### src/rtl/shift_reg_univ.sv
// ----------------------------------------------------------------------------
// shift_reg_univ
//
// Universal shift register with a counted burst engine.
// Each enabled clock edge can hold, shift left, shift right (logical or
// arithmetic), rotate in either direction, load in parallel or clear. The bit
// that leaves the register on a shift or rotate is kept in sout. A start
// command performs len consecutive shifts or rotates. busy is high while the
// burst runs, and done pulses for one cycle when the burst finishes.
//
// Ports
//   clk    : system clock, rising edge
//   rst    : asynchronous, active-high reset
//   en     : clock enable (done still clears when en is low)
//   mode   : operation select (see localparams below)
//   din_l  : serial bit entering at the MSB on a logical right shift
//   din_r  : serial bit entering at the LSB on a left shift
//   pdata  : parallel load data
//   start  : burst request, accepted only when idle and enabled
//   len    : burst length (0 gives only a done pulse)
//   q      : register contents
//   sout   : bit shifted or rotated out most recently
//   busy   : burst in progress
//   done   : one-cycle burst completion pulse
// ----------------------------------------------------------------------------
module shift_reg_univ #(
    parameter int WIDTH = 8,
    parameter int CNT_W = $clog2(WIDTH + 1)
) (
    input  logic             clk,
    input  logic             rst,
    input  logic             en,
    input  logic [2:0]       mode,
    input  logic             din_l,
    input  logic             din_r,
    input  logic [WIDTH-1:0] pdata,
    input  logic             start,
    input  logic [CNT_W-1:0] len,
    output logic [WIDTH-1:0] q,
    output logic             sout,
    output logic             busy,
    output logic             done
);

    localparam logic [2:0] M_HOLD = 3'b000;
    localparam logic [2:0] M_SHL  = 3'b001;
    localparam logic [2:0] M_LSR  = 3'b010;
    localparam logic [2:0] M_ASR  = 3'b011;
    localparam logic [2:0] M_ROL  = 3'b100;
    localparam logic [2:0] M_ROR  = 3'b101;
    localparam logic [2:0] M_LOAD = 3'b110;
    localparam logic [2:0] M_CLR  = 3'b111;

    typedef enum logic {IDLE, RUN} state_t;

    state_t           state_q, state_d;
    logic [WIDTH-1:0] q_q, q_d;
    logic             sout_q, sout_d;
    logic             done_q, done_d;
    logic [CNT_W-1:0] cnt_q, cnt_d;
    logic [2:0]       lmode_q, lmode_d;
    logic [WIDTH:0]   op_res;

    // Result of one operation, packed as {sout, q}. Modes that do not shift
    // leave sout unchanged.
    function automatic logic [WIDTH:0] apply_op(
        input logic [2:0]       m,
        input logic [WIDTH-1:0] cur,
        input logic             s,
        input logic             dl,
        input logic             dr,
        input logic [WIDTH-1:0] pd
    );
        logic [WIDTH:0] r;
        r = {s, cur};
        case (m)
            M_HOLD: r = {s, cur};
            M_SHL:  r = {cur[WIDTH-1], cur[WIDTH-2:0], dr};
            M_LSR:  r = {cur[0], dl, cur[WIDTH-1:1]};
            M_ASR:  r = {cur[0], cur[WIDTH-1], cur[WIDTH-1:1]};
            M_ROL:  r = {cur[WIDTH-1], cur[WIDTH-2:0], cur[WIDTH-1]};
            M_ROR:  r = {cur[0], cur[0], cur[WIDTH-1:1]};
            M_LOAD: r = {s, pd};
            M_CLR:  r = {s, {WIDTH{1'b0}}};
            default: r = {s, cur};
        endcase
        return r;
    endfunction

    // Only shifts and rotates can be run as a burst.
    function automatic logic is_shift(input logic [2:0] m);
        return (m >= M_SHL) && (m <= M_ROR);
    endfunction

    // During a burst the latched mode is used, and the current mode input is
    // ignored.
    assign op_res = apply_op((state_q == RUN) ? lmode_q : mode,
                             q_q, sout_q, din_l, din_r, pdata);

    always_comb begin
        state_d = state_q;
        q_d     = q_q;
        sout_d  = sout_q;
        cnt_d   = cnt_q;
        lmode_d = lmode_q;
        done_d  = 1'b0;
        if (en) begin
            if (state_q == RUN) begin
                {sout_d, q_d} = op_res;
                cnt_d         = cnt_q - CNT_W'(1);
                if (cnt_q == CNT_W'(1)) begin
                    state_d = IDLE;
                    done_d  = 1'b1;
                end
            end else if (start && (len == '0)) begin
                // A zero-length burst only reports completion.
                done_d = 1'b1;
            end else if (start && is_shift(mode)) begin
                {sout_d, q_d} = op_res;
                lmode_d       = mode;
                if (len == CNT_W'(1)) begin
                    done_d = 1'b1;
                end else begin
                    cnt_d   = len - CNT_W'(1);
                    state_d = RUN;
                end
            end else begin
                {sout_d, q_d} = op_res;
            end
        end
    end

    always_ff @(posedge clk or posedge rst) begin
        if (rst) begin
            state_q <= IDLE;
            q_q     <= '0;
            sout_q  <= 1'b0;
            done_q  <= 1'b0;
            cnt_q   <= '0;
            lmode_q <= M_HOLD;
        end else begin
            state_q <= state_d;
            q_q     <= q_d;
            sout_q  <= sout_d;
            done_q  <= done_d;
            cnt_q   <= cnt_d;
            lmode_q <= lmode_d;
        end
    end

    assign q    = q_q;
    assign sout = sout_q;
    assign busy = (state_q == RUN);
    assign done = done_q;

endmodule

### config.mk
export PLATFORM = sky130hd
export DESIGN_NAME = shift_reg_univ
export DESIGN_NICKNAME = d
export VERILOG_FILES = /design/src/rtl/shift_reg_univ.sv
export SDC_FILE = /design/constraint.sdc
export NUM_CORES = 1
export LEC_CHECK = 0
export BUFFER_PORTS_ARGS = -buffer_cell sky130_fd_sc_hd__buf_2
export CORE_MARGIN = 1
export CORE_UTILIZATION = 52
export CTS_CLUSTER_DIAMETER = 60
export DETAILED_ROUTE_END_ITERATION = 6
export PLACE_DENSITY = 0.75
export SYNTH_ARGS = -nofsm -noshare
export SYNTH_HDL_FRONTEND = slang
export SYNTH_SLANG_ARGS = --single-unit
### constraint.sdc
create_clock -name clk -period 2.35 [get_ports clk]
set_clock_uncertainty 0.2 [all_clocks]
set_input_delay 0.47 -clock clk [delete_from_list [all_inputs] [get_ports clk]]
set_output_delay 0.47 -clock clk [all_outputs]
set_load 0.01 [all_outputs]
==> metrics.json <==
{
  "cts_root_buf": {"value": "clkbuf_4"},
  "worst_setup_path_end_kind": {"value": "register"},
  "period_minus_slack": {"value": 2.12, "unit": "ns"},
  "timing.setup.critical_path_class": {"value": "reg2reg"},
  "worst_setup_path_startpoint": {"value": "busy"},
  "dieHeight": {"value": 51.3, "unit": "µm"},
  "netlist_area": {"value": 1260, "unit": "µm²"},
  "cts.sinks": {"value": 18},
  "dp.final_hpwl": {"value": 2080, "unit": "µm"},
  "critPathMaxStageDelay": {"value": 0.54, "unit": "ns"},
  "number_of_antenna_violations_at_the_first_check_in_global_routing": {"value": 0},
  "detail_route.drc_violations": {"value": 0},
  "cts_tree": {"value": "built"},
  "critical_path.reg2reg.startpoint": {"value": "busy"},
  "period_share": {"value": 90.2, "unit": "%"},
  "postSynthNetCount": {"value": 162},
  "drt_wl_total": {"value": 2860, "unit": "µm"},
  "worst_slack": {"value": 0.230, "unit": "ns"},
  "portBuffers": {"value": 31},
  "groute.usage.overall": {"value": 23.9, "unit": "%"},
  "synth.distinct_cells": {"value": 36},
  "maxCapViolCount": {"value": 0},
  "gp_routability_congestion": {"value": 0.912},
  "drive_above_1_share": {"value": 30.6, "unit": "%"},
  "grt_pass1_wl": {"value": 4700, "unit": "µm"},
  "floorplan.initialDensity": {"value": 56.0, "unit": "%"},
  "cts.htree.levels": {"value": 1},
  "fmax": {"value": 472, "unit": "MHz"},
  "critical_path.max_fanout": {"value": 7},
  "utilization": {"value": 65.8, "unit": "%"},
  "p_clk_share": {"value": 8.0, "unit": "%"},
  "global_route.overflow_total": {"value": 0},
  "required": {"value": 2.34, "unit": "ns"},
  "clkLatencyLatePin": {"value": 0.29, "unit": "ns"},
  "finalSetupTns": {"value": 0, "unit": "ns"},
  "worstPathCellList": {"value": "mux2i_4, or2_1, o21ai_4, a221o_1, o22a_1"},
  "layoutNonFillerInstCount": {"value": 198},
  "final_cell_area": {"value": 1480, "unit": "µm²"},
  "status": {"value": "completed"},
  "intPower": {"value": 1.06, "unit": "mW"},
  "ys_seq_elements": {"value": 18},
  "power.switching_fraction": {"value": 44.8, "unit": "%"},
  "route.antenna.remaining_nets": {"value": 0},
  "p_switching": {"value": 861, "unit": "µW"},
  "p_comb_share": {"value": 59.1, "unit": "%"},
  "leakage": {"value": 0.687, "unit": "nW"},
  "async_flop_share": {"value": 100, "unit": "%"},
  "synth_edf_count": {"value": 0},
  "core": {"value": 2250, "unit": "µm²"},
  "grt_setup_unrepaired": {"value": "false"},
  "hold_fix_buffers_at_cts": {"value": 0},
  "cp-start-kind": {"value": "register"},
  "insertedDiodeCount": {"value": 0},
  "ctsLongestPathBuffers": {"value": 2},
  "finalPower": {"value": 1.92, "unit": "mW"},
  "worstMarginPinSlew": {"value": 0.686, "unit": "ns"},
  "horizontal_die_dimension": {"value": 51.3, "unit": "µm"},
  "r2r_slack": {"value": 0.23, "unit": "ns"},
  "syn-mean-instance-area": {"value": 9.29, "unit": "µm²"},
  "grt_max_degree": {"value": 19},
  "drt-vias-per-instance": {"value": 6.03},
  "flow.area_growth_from_synthesis": {"value": 17.4, "unit": "%"},
  "grt_pass1_vias": {"value": 1069},
  "placedCellCount": {"value": 195},
  "drt_first_iter_violations": {"value": 54},
  "postSynthCellCount": {"value": 136},
  "placedInstanceArea": {"value": 1460, "unit": "µm²"},
  "ys_dominant_reg_cell": {"value": "dfrtp_1"},
  "setup_viol_count_final": {"value": 0},
  "ios": {"value": 32},
  "die-area": {"value": 2630, "unit": "µm²"},
  "timing.final.hold_violations": {"value": 0},
  "pwr-share-seq": {"value": 32.9, "unit": "%"},
  "place_ws": {"value": 0.0801, "unit": "ns"},
  "core_rows": {"value": 17},
  "post_cts.repair.setup_buffers": {"value": 0},
  "arrival": {"value": 2.11, "unit": "ns"},
  "crit_slowest_cell": {"value": "dfrtp_1"},
  "synth.yosys.seq_area_share": {"value": 35.6, "unit": "%"},
  "min_path_type": {"value": "in2async"},
  "vdd.ir_drop.worst": {"value": 0.824, "unit": "mV"},
  "number_of_pins_with_negative_max_slew_slack_in_the_final_report": {"value": 0},
  "max-slew-margin-rel": {"value": 54.2, "unit": "%"},
  "vias": {"value": 1194},
  "yosys_warnings": {"value": 0},
  "tightest_hold_margin": {"value": 0.0615, "unit": "ns"},
  "clk_pin_slew": {"value": 0.10, "unit": "ns"},
  "power.density_cell_area": {"value": 1300, "unit": "nW/µm²"},
  "count_of_cells_resized_by_post_cts_repair": {"value": 0},
  "wire_per_inst": {"value": 14.4, "unit": "µm"},
  "final_nets": {"value": 198},
  "numCtsBuffers": {"value": 3},
  "drt_first_pass_iters": {"value": 4}
}
==> sequential cells by signal, summed over array words and instances (netlist names) <==
register and flops:
busy 1, lmode_q 3, q 8, sout 1, done 1, cnt_q 4
==> cell usage after synthesis (2+ instances only) <==
| cell | n | area (µm²) |
|---|---|---|
| o221a_2 | 2 | 22.5 |
| ha_1 | 5 | 62.6 |
| o31ai_1 | 3 | 22.5 |
| nor2_1 | 6 | 22.5 |
| o21a_1 | 3 | 22.5 |
| o22a_1 | 6 | 52.6 |
| mux2_2 | 5 | 56.3 |
| buf_6 | 2 | 22.5 |
| nand2_1 | 16 | 60.1 |
| o22ai_1 | 2 | 12.5 |
| a31oi_1 | 4 | 25.0 |
| mux2i_4 | 2 | 45.0 |
| a21oi_1 | 16 | 80.1 |
| nor3_1 | 4 | 20.0 |
| dfrtp_1 | 18 | 450 |
| a221o_1 | 6 | 60.1 |
| clkbuf_1 | 4 | 15.0 |
| xnor2_1 | 3 | 26.3 |
| inv_1 | 7 | 26.3 |
| and3_1 | 3 | 18.8 |
| o21ai_0 | 4 | 20.0 |
==> kinds of logic after synthesis <==
group           Yosys count  synth area share, %
xor+xnor                  3                 2.08
fa+ha+maj                 5                 4.95
buf+inv                  13                 5.05
flops                    18                 35.6
mux                       8                 8.81
simple gates             39                 15.3
compound gates           50                 28.1
==> power by group through the flow <==
stage | Sequential [mW] | Clock [mW] | Combinational (mW)
floorplan | 0.636 | 0 | 0.827
global placement | 0.628 | 0 | 1.09
detailed placement | 0.639 | 0 | 1.12
CTS | 0.633 | 0.159 | 1.13
global route | 0.657 | 0.170 | 1.26
finish | 0.633 | 0.154 | 1.14
==> critical path, delay by kind of cell, from the launching register on <==
kind | cells | cell delay (ns)
compound gates | 3 | 0.66
flops | 1 | 0.54
mux | 1 | 0.39
simple gates | 1 | 0.22
==> routing by layer <==
layer	up-vias	track usage [%]	part of all wire, %	wire length, µm
met4	0	8.56	0.95	27
li1	579	-	-	-
met3	4	3.57	6.3	181
met1	559	32.0	46	1320
met2	52	39.0	46	1320
met5	-	0	0	0
==> final timing paths <==
kind | to | depth (start not counted)
setup / recovery | q[6] | 5
setup reg to reg | q[6] | 5
hold reg to reg | lmode_q[1] | 1
min in group clk | lmode_q[1] | 2
hold / removal | q[7] | 2
max in group asynchronous | cnt_q[0] | 2
==> layout make-up <==
class                           count  area (µm²)
Fill cell                         194         771
Multi-Input combinational cell    105         749
Sequential cell                    18         450
Timing Repair Buffer               37         200
Tap cell                           28        35.0
Inverter                            7        26.3
Clock buffer                        3        22.5
==> layout by cell type, fill, tap and decap left out, drive strengths merged <==
cell type	count
a21o	1
a21oi	16
a221o	6
a31oi	4
and3	3
and4	1
buf	37
clkbuf	3
dfrtp	18
ha	5
inv	7
mux2	5
mux2i	3
nand2	16
nand2b	1
nand3	1
nand3b	1
nand4bb	1
nor2	6
nor2b	1
nor3	4
o21a	3
o21ai	6
o221a	2
o221ai	1
o22a	6
o22ai	2
o31ai	3
or2	2
or3	1
or3b	1
xnor2	3
(Power assumes the default switching activity.)
